==> config.mk <==
export PLATFORM = sky130hd
export DESIGN_NAME = pending_write_fifo
export DESIGN_NICKNAME = d
export VERILOG_FILES = /design/src/rtl/vga_pkg.sv /design/src/rtl/fifo_storage.sv /design/src/rtl/pending_write_fifo.sv
export SDC_FILE = /design/constraint.sdc
export NUM_CORES = 1
export LEC_CHECK = 0
export CORE_ASPECT_RATIO = 1.5
export CORE_MARGIN = 4
export CORE_UTILIZATION = 60
export DETAILED_ROUTE_END_ITERATION = 10
export GPL_ROUTABILITY_DRIVEN = 0
export PLACE_DENSITY = 0.88
export SLEW_MARGIN = 0
export SYNTH_ARGS = -nofsm -noshare
export SYNTH_HDL_FRONTEND = slang
export SYNTH_SLANG_ARGS = --single-unit
==> constraint.sdc <==
create_clock -name clock -period 3.2 [get_ports clock]
set_input_delay 0.64 -clock clock [delete_from_list [all_inputs] [get_ports clock]]
set_output_delay 0.64 -clock clock [all_outputs]
set_load 0.005 [all_outputs]
==> src/rtl/vga_pkg.sv <==
// Shared VGA-subsystem types: the pending VRAM write entry that the MPU side
// hands to the MemoryManager through the pending-write FIFO.
package vga_pkg;

  localparam int PW_ADDR_WIDTH = 17;
  localparam int PW_DATA_WIDTH = 8;
  localparam int PW_WIDTH      = PW_ADDR_WIDTH + PW_DATA_WIDTH;

  typedef struct packed {
    logic [PW_ADDR_WIDTH-1:0] address;
    logic [PW_DATA_WIDTH-1:0] data;
  } pending_write_t;

endpackage

==> src/rtl/fifo_storage.sv <==
// DEPTH x WIDTH register array with one synchronous write port and one
// asynchronous read port; contents are deliberately not reset.
module fifo_storage #(
  parameter int DEPTH = 16,
  parameter int WIDTH = 25
) (
  input  logic                     clock,
  input  logic                     writeEnable,
  input  logic [$clog2(DEPTH)-1:0] writeAddress,
  input  logic [WIDTH-1:0]         writeData,
  input  logic [$clog2(DEPTH)-1:0] readAddress,
  output logic [WIDTH-1:0]         readData
);

  logic [WIDTH-1:0] mem [DEPTH];

  // Synchronous write port
  always_ff @(posedge clock) begin
    if (writeEnable) begin
      mem[writeAddress] <= writeData;
    end
  end

  // Distributed-RAM style read, no output register
  assign readData = mem[readAddress];

endmodule

==> src/rtl/pending_write_fifo.sv <==
// Show-ahead FIFO buffering MPU VRAM writes until MemoryManager has a free
// RAM slot; pointers, level and sticky debug flags live here.
module pending_write_fifo
  import vga_pkg::*;
#(
  parameter int DEPTH       = 16,
  parameter int WIDTH       = PW_WIDTH,
  parameter int ALMOST_FULL = 12
) (
  input  logic                   clock,
  input  logic                   resetN,
  input  logic                   clear,
  input  logic                   writeRequest,
  input  logic [WIDTH-1:0]       writeBus,
  output logic                   full,
  output logic                   almostFull,
  input  logic                   readRequest,
  output logic [WIDTH-1:0]       readBus,
  output logic                   empty,
  output logic [$clog2(DEPTH):0] level,
  output logic                   overflow,
  output logic                   underflow
);

  localparam int PTR_W = $clog2(DEPTH);
  localparam int LVL_W = PTR_W + 1;

  logic [PTR_W-1:0] wrPtr;
  logic [PTR_W-1:0] rdPtr;
  logic [PTR_W-1:0] wrPtrNext;
  logic [PTR_W-1:0] rdPtrNext;
  logic [LVL_W-1:0] levelNext;
  logic             pushAcc;
  logic             popAcc;
  logic             overflowNext;
  logic             underflowNext;
  logic [WIDTH-1:0] storageData;

  fifo_storage #(
    .DEPTH (DEPTH),
    .WIDTH (WIDTH)
  ) storage (
    .clock        (clock),
    .writeEnable  (pushAcc & ~clear),
    .writeAddress (wrPtr),
    .writeData    (writeBus),
    .readAddress  (rdPtr),
    .readData     (storageData)
  );

  // A push into a full FIFO is still taken when the head is popped the same cycle
  always_comb begin
    pushAcc = writeRequest && (!full || readRequest);
    popAcc  = readRequest && !empty;
  end

  // Next pointers, level and sticky flags
  always_comb begin
    wrPtrNext     = wrPtr;
    rdPtrNext     = rdPtr;
    levelNext     = level;
    overflowNext  = overflow  | (writeRequest && full && !readRequest);
    underflowNext = underflow | (readRequest && empty);
    if (pushAcc) begin
      wrPtrNext = wrPtr + PTR_W'(1);
    end else begin
      wrPtrNext = wrPtr;
    end
    if (popAcc) begin
      rdPtrNext = rdPtr + PTR_W'(1);
    end else begin
      rdPtrNext = rdPtr;
    end
    if (pushAcc && !popAcc) begin
      levelNext = level + LVL_W'(1);
    end else if (popAcc && !pushAcc) begin
      levelNext = level - LVL_W'(1);
    end else begin
      levelNext = level;
    end
  end

  // Control state; clear acts as a synchronous copy of reset
  always_ff @(posedge clock or negedge resetN) begin
    if (!resetN) begin
      wrPtr      <= {PTR_W{1'b0}};
      rdPtr      <= {PTR_W{1'b0}};
      level      <= {LVL_W{1'b0}};
      empty      <= 1'b1;
      full       <= 1'b0;
      almostFull <= 1'b0;
      overflow   <= 1'b0;
      underflow  <= 1'b0;
    end else if (clear) begin
      wrPtr      <= {PTR_W{1'b0}};
      rdPtr      <= {PTR_W{1'b0}};
      level      <= {LVL_W{1'b0}};
      empty      <= 1'b1;
      full       <= 1'b0;
      almostFull <= 1'b0;
      overflow   <= 1'b0;
      underflow  <= 1'b0;
    end else begin
      wrPtr      <= wrPtrNext;
      rdPtr      <= rdPtrNext;
      level      <= levelNext;
      empty      <= (levelNext == {LVL_W{1'b0}});
      full       <= (levelNext == LVL_W'(DEPTH));
      almostFull <= (levelNext >= LVL_W'(ALMOST_FULL));
      overflow   <= overflowNext;
      underflow  <= underflowNext;
    end
  end

  // Storage is never reset, so mask the head while nothing is held
  always_comb begin
    readBus = {WIDTH{1'b0}};
    if (!empty) begin
      readBus = storageData;
    end else begin
      readBus = {WIDTH{1'b0}};
    end
  end

endmodule

==> impl_metrics.ini <==
[floorplanning]
die_x_um = 143
core_mm2 = 0.0267
initial_core_util = 0.612
rows = 73
ios = 65
die_h_um = 210
die_area_mm2 = 0.0300

[flow_run]
cap_violations = 0

[global_routing]
gr-usage-met2 = 0.477
track_usage = 0.292
grt_max_degree = 36
grt_pass1_wl_mm = 62.0
grt_overflow = 0
busiest_layer = met2
first_global_vias = 8770
grt_use_met1 = 0.398
met3_usage = 0.0524
antenna_found_initial = 0

[cts]
htreeDepth = 2
clockRootBuffer = clkbuf_16
clkTransAtPathRegs_ns = 0.07
cts_max_path_buffers = 3
cts_sinks = 418
cts_made_buffers = 36
cts_tree = done
hold_buffers = 0
insertion_delay_ns = 0.52

[sta]
period_minus_slack_ns = 3.42
period_share = 1.07
rsz0062_at_grt = true
tightestPinTransition_ns = 0.878
finalSetupViolCount = 24
fin_skew_ns = 0.0178
finalHoldViolations = 0
slew_viol_final = 0
hold_ws_ns = 0.531
relSlewSlack = 0.413
fmax_mhz = 292
layout_setup_ws_ns = -0.220

[routing]
num_vias = 8504
first_pass_iters = 5
wire_per_inst_um = 34.8
drcViolationCount = 0
drt_iter0_markers = 1377
finalWirelength_mm = 42.2
ant_nets = 0
vias_per_cell = 7.02

[logic_synthesis]
ys_ff_latch = 418
yosysSeqAreaShare = 0.763
synth-main-ff-cell = edfxtp_1
synth_xor_area_frac = 0.00483
synth_edf_count = 400
async_reset_ff_frac = 0.0431
syn_nets = 745
syn-cell-area_mm2 = 0.0163
synth_top_family_by_area = multiplexers
synth-simple-area-share = 0.0326
synth.avg_cell_area_um2 = 23.1
synthAdderAreaFrac = 0.00536
ys_types = 41
synth_mux_area_frac = 0.174
synth-compound-area-share = 0.00529
syn-instance-count = 708
yosys_warnings = 0

[worst_setup_path]
reg2reg_depth = 5
cp-start-kind = flip-flop
slowest_delay_ns = 0.51
cp_slowest_cell = dfrtp_4
cp_common_cell = buf_12
rrSetupSlack_ns = 0.52
worstPathRequired_ns = 2.56
critPathMaxFanout = 5
arrival_ns = 2.78
path_cells = buf_12 -> buf_12 -> buf_12 -> buf_16 -> mux4_2 -> mux4_2 -> nor2b_4 -> buf_2
endpoint_kind = primary output
critical_path_class = flip-flop to primary output
r2r_end = storage.mem[8][16]
crit_start = rdPtr[0]
rr_startpoint = full
cp-endpoint = readBus[12]

[run_status]
outcome = finished, violations left
failed_checks = setup timing

[pwr]
irDropWorstVdd_uv = 475
power_density_mw_per_mm2 = 606
leakagePower_uw = 0.00625

[cells_and_area]
nets = 886
antenna_cells = 0
fin_cells = 1211
fill_cells = 1386
final_util = 0.726
drive_above_1_share = 0.343
area_delta_synth_final_pct = 18.5

[placement]
dpl.hpwl_mm = 20.7
placed_cells = 1122
portBuffers = 64

[hold_path]
hp-class = flip-flop to flip-flop
==> routing by layer <==
metal / up-vias / wire, µm
li1: 3253 / -
met1: 4401 / 14200
met2: 708 / 21700
met3: 142 / 4230
met4: 0 / 2010
met5: - / 0
==> per-stage QoR <==
| step | setup WS [ns] | instance area (µm²) | total power (µW) | setup TNS (ns) |
|---|---|---|---|---|
| floorplan | 0.577 | 16300 | 6950 | 0 |
| global placement | 0.124 | 17700 | 7340 | 0 |
| detailed placement | 0.0480 | 17700 | 7410 | 0 |
| CTS | -0.232 | 19200 | 11600 | -3.11 |
| global route | -0.265 | 19400 | 12100 | -4.43 |
| finish | -0.220 | 19400 | 11700 | -3.22 |
==> cells in the final DEF (no fill, tap or decap), types with 7 or more instances in the layout <==
cell type and n:
buf_6 8, clkinv_1 7, nor2b_1 11, mux4_2 125, ha_1 7, clkbuf_16 38, dfrtp_1 14, buf_4 43
nor2_1 15, buf_12 14, clkdlybuf4s50_1 39, nor2b_4 20, edfxtp_1 400, buf_2 19, buf_16 14, clkbuf_1 9
nand2_1 7, and2_1 13
==> cell type report <==
cell class / count / area (µm²) / area share
sequential: 418 / 12500 / 0.644
multi-input combinational: 248 / 3770 / 0.195
tap: 337 / 422 / 0.0218
clock buffer: 46 / 960 / 0.0496
clock inverter: 17 / 88.8 / 0.00459
timing repair buffer: 140 / 1620 / 0.0837
inverter: 5 / 18.8 / 0.000970
==> report_power, final <==
part	internal (µW)	switching, µW	total, µW
combinational	898	713	1610
clock	2130	1890	4020
sequential	6060	47.2	6100
total	9080	2650	11700
==> synth_stat cells, types with 2 or more instances <==
| library cell | instances | area share |
|---|---|---|
| edfxtp_1 | 400 | 0.74 |
| o21ai_0 | 2 | 0.00061 |
| xor2_1 | 3 | 0.0016 |
| buf_6 | 9 | 0.0062 |
| nand2_1 | 7 | 0.0016 |
| inv_1 | 4 | 0.00092 |
| nor2_1 | 15 | 0.0034 |
| nand2b_1 | 2 | 0.00077 |
| mux4_2 | 125 | 0.17 |
| xnor2_1 | 6 | 0.0032 |
| nand4_1 | 4 | 0.0015 |
| and3_1 | 5 | 0.0019 |
| dfrtp_1 | 17 | 0.026 |
| nor3_1 | 2 | 0.00061 |
| ha_1 | 7 | 0.0054 |
| a21oi_1 | 6 | 0.0018 |
| buf_2 | 7 | 0.0021 |
| and2_1 | 13 | 0.0050 |
| nor2b_1 | 31 | 0.012 |
| clkbuf_1 | 14 | 0.0032 |
| nand3_1 | 4 | 0.0012 |
| buf_1 | 6 | 0.0014 |
==> flip-flops by register name, summed over array words and instances, names as in the netlist <==
signal       flops
underflow        1
empty            1
rdPtr            4
storage.mem    400
almostFull       1
wrPtr            4
overflow         1
full             1
level            5
==> cell families after synthesis <==
| kind of cell | Yosys count |
|---|---|
| multiplexers | 127 |
| XOR/XNOR | 9 |
| adder cells (fa/ha/maj) | 7 |
| buffers and inverters | 42 |
| flip-flops | 418 |
| AO/OA/AOI/OAI | 13 |
| AND/OR/NAND/NOR | 92 |
==> worst min-delay path by stage <==
stage              start         end  depth (start not counted)
6_report       underflow   underflow                          2
5_1_grt        underflow   underflow                          2
4_1_cts        underflow   underflow                          2
3_5_place_dp   underflow   underflow                          2
3_3_place_gp   underflow   underflow                          2
2_1_floorplan     resetN  almostFull                          0
==> critical path: cells and delay by family (launching register included) <==
kind / cells / cell delay [ns]
buffers and inverters: 5 / 0.69
muxes: 2 / 0.92
DFF: 1 / 0.51
and+or+nand+nor: 1 / 0.14
==> what timing repair did <==
action                                 4_1_cts  5_1_grt
gates resized for setup                    143       16
cloned                                      12        1
setup buffers                               13        1
endpoints found under the hold margin        0        0
setup endpoints to repair                   25       25
Note: power is estimated with default switching activity, not from simulation.
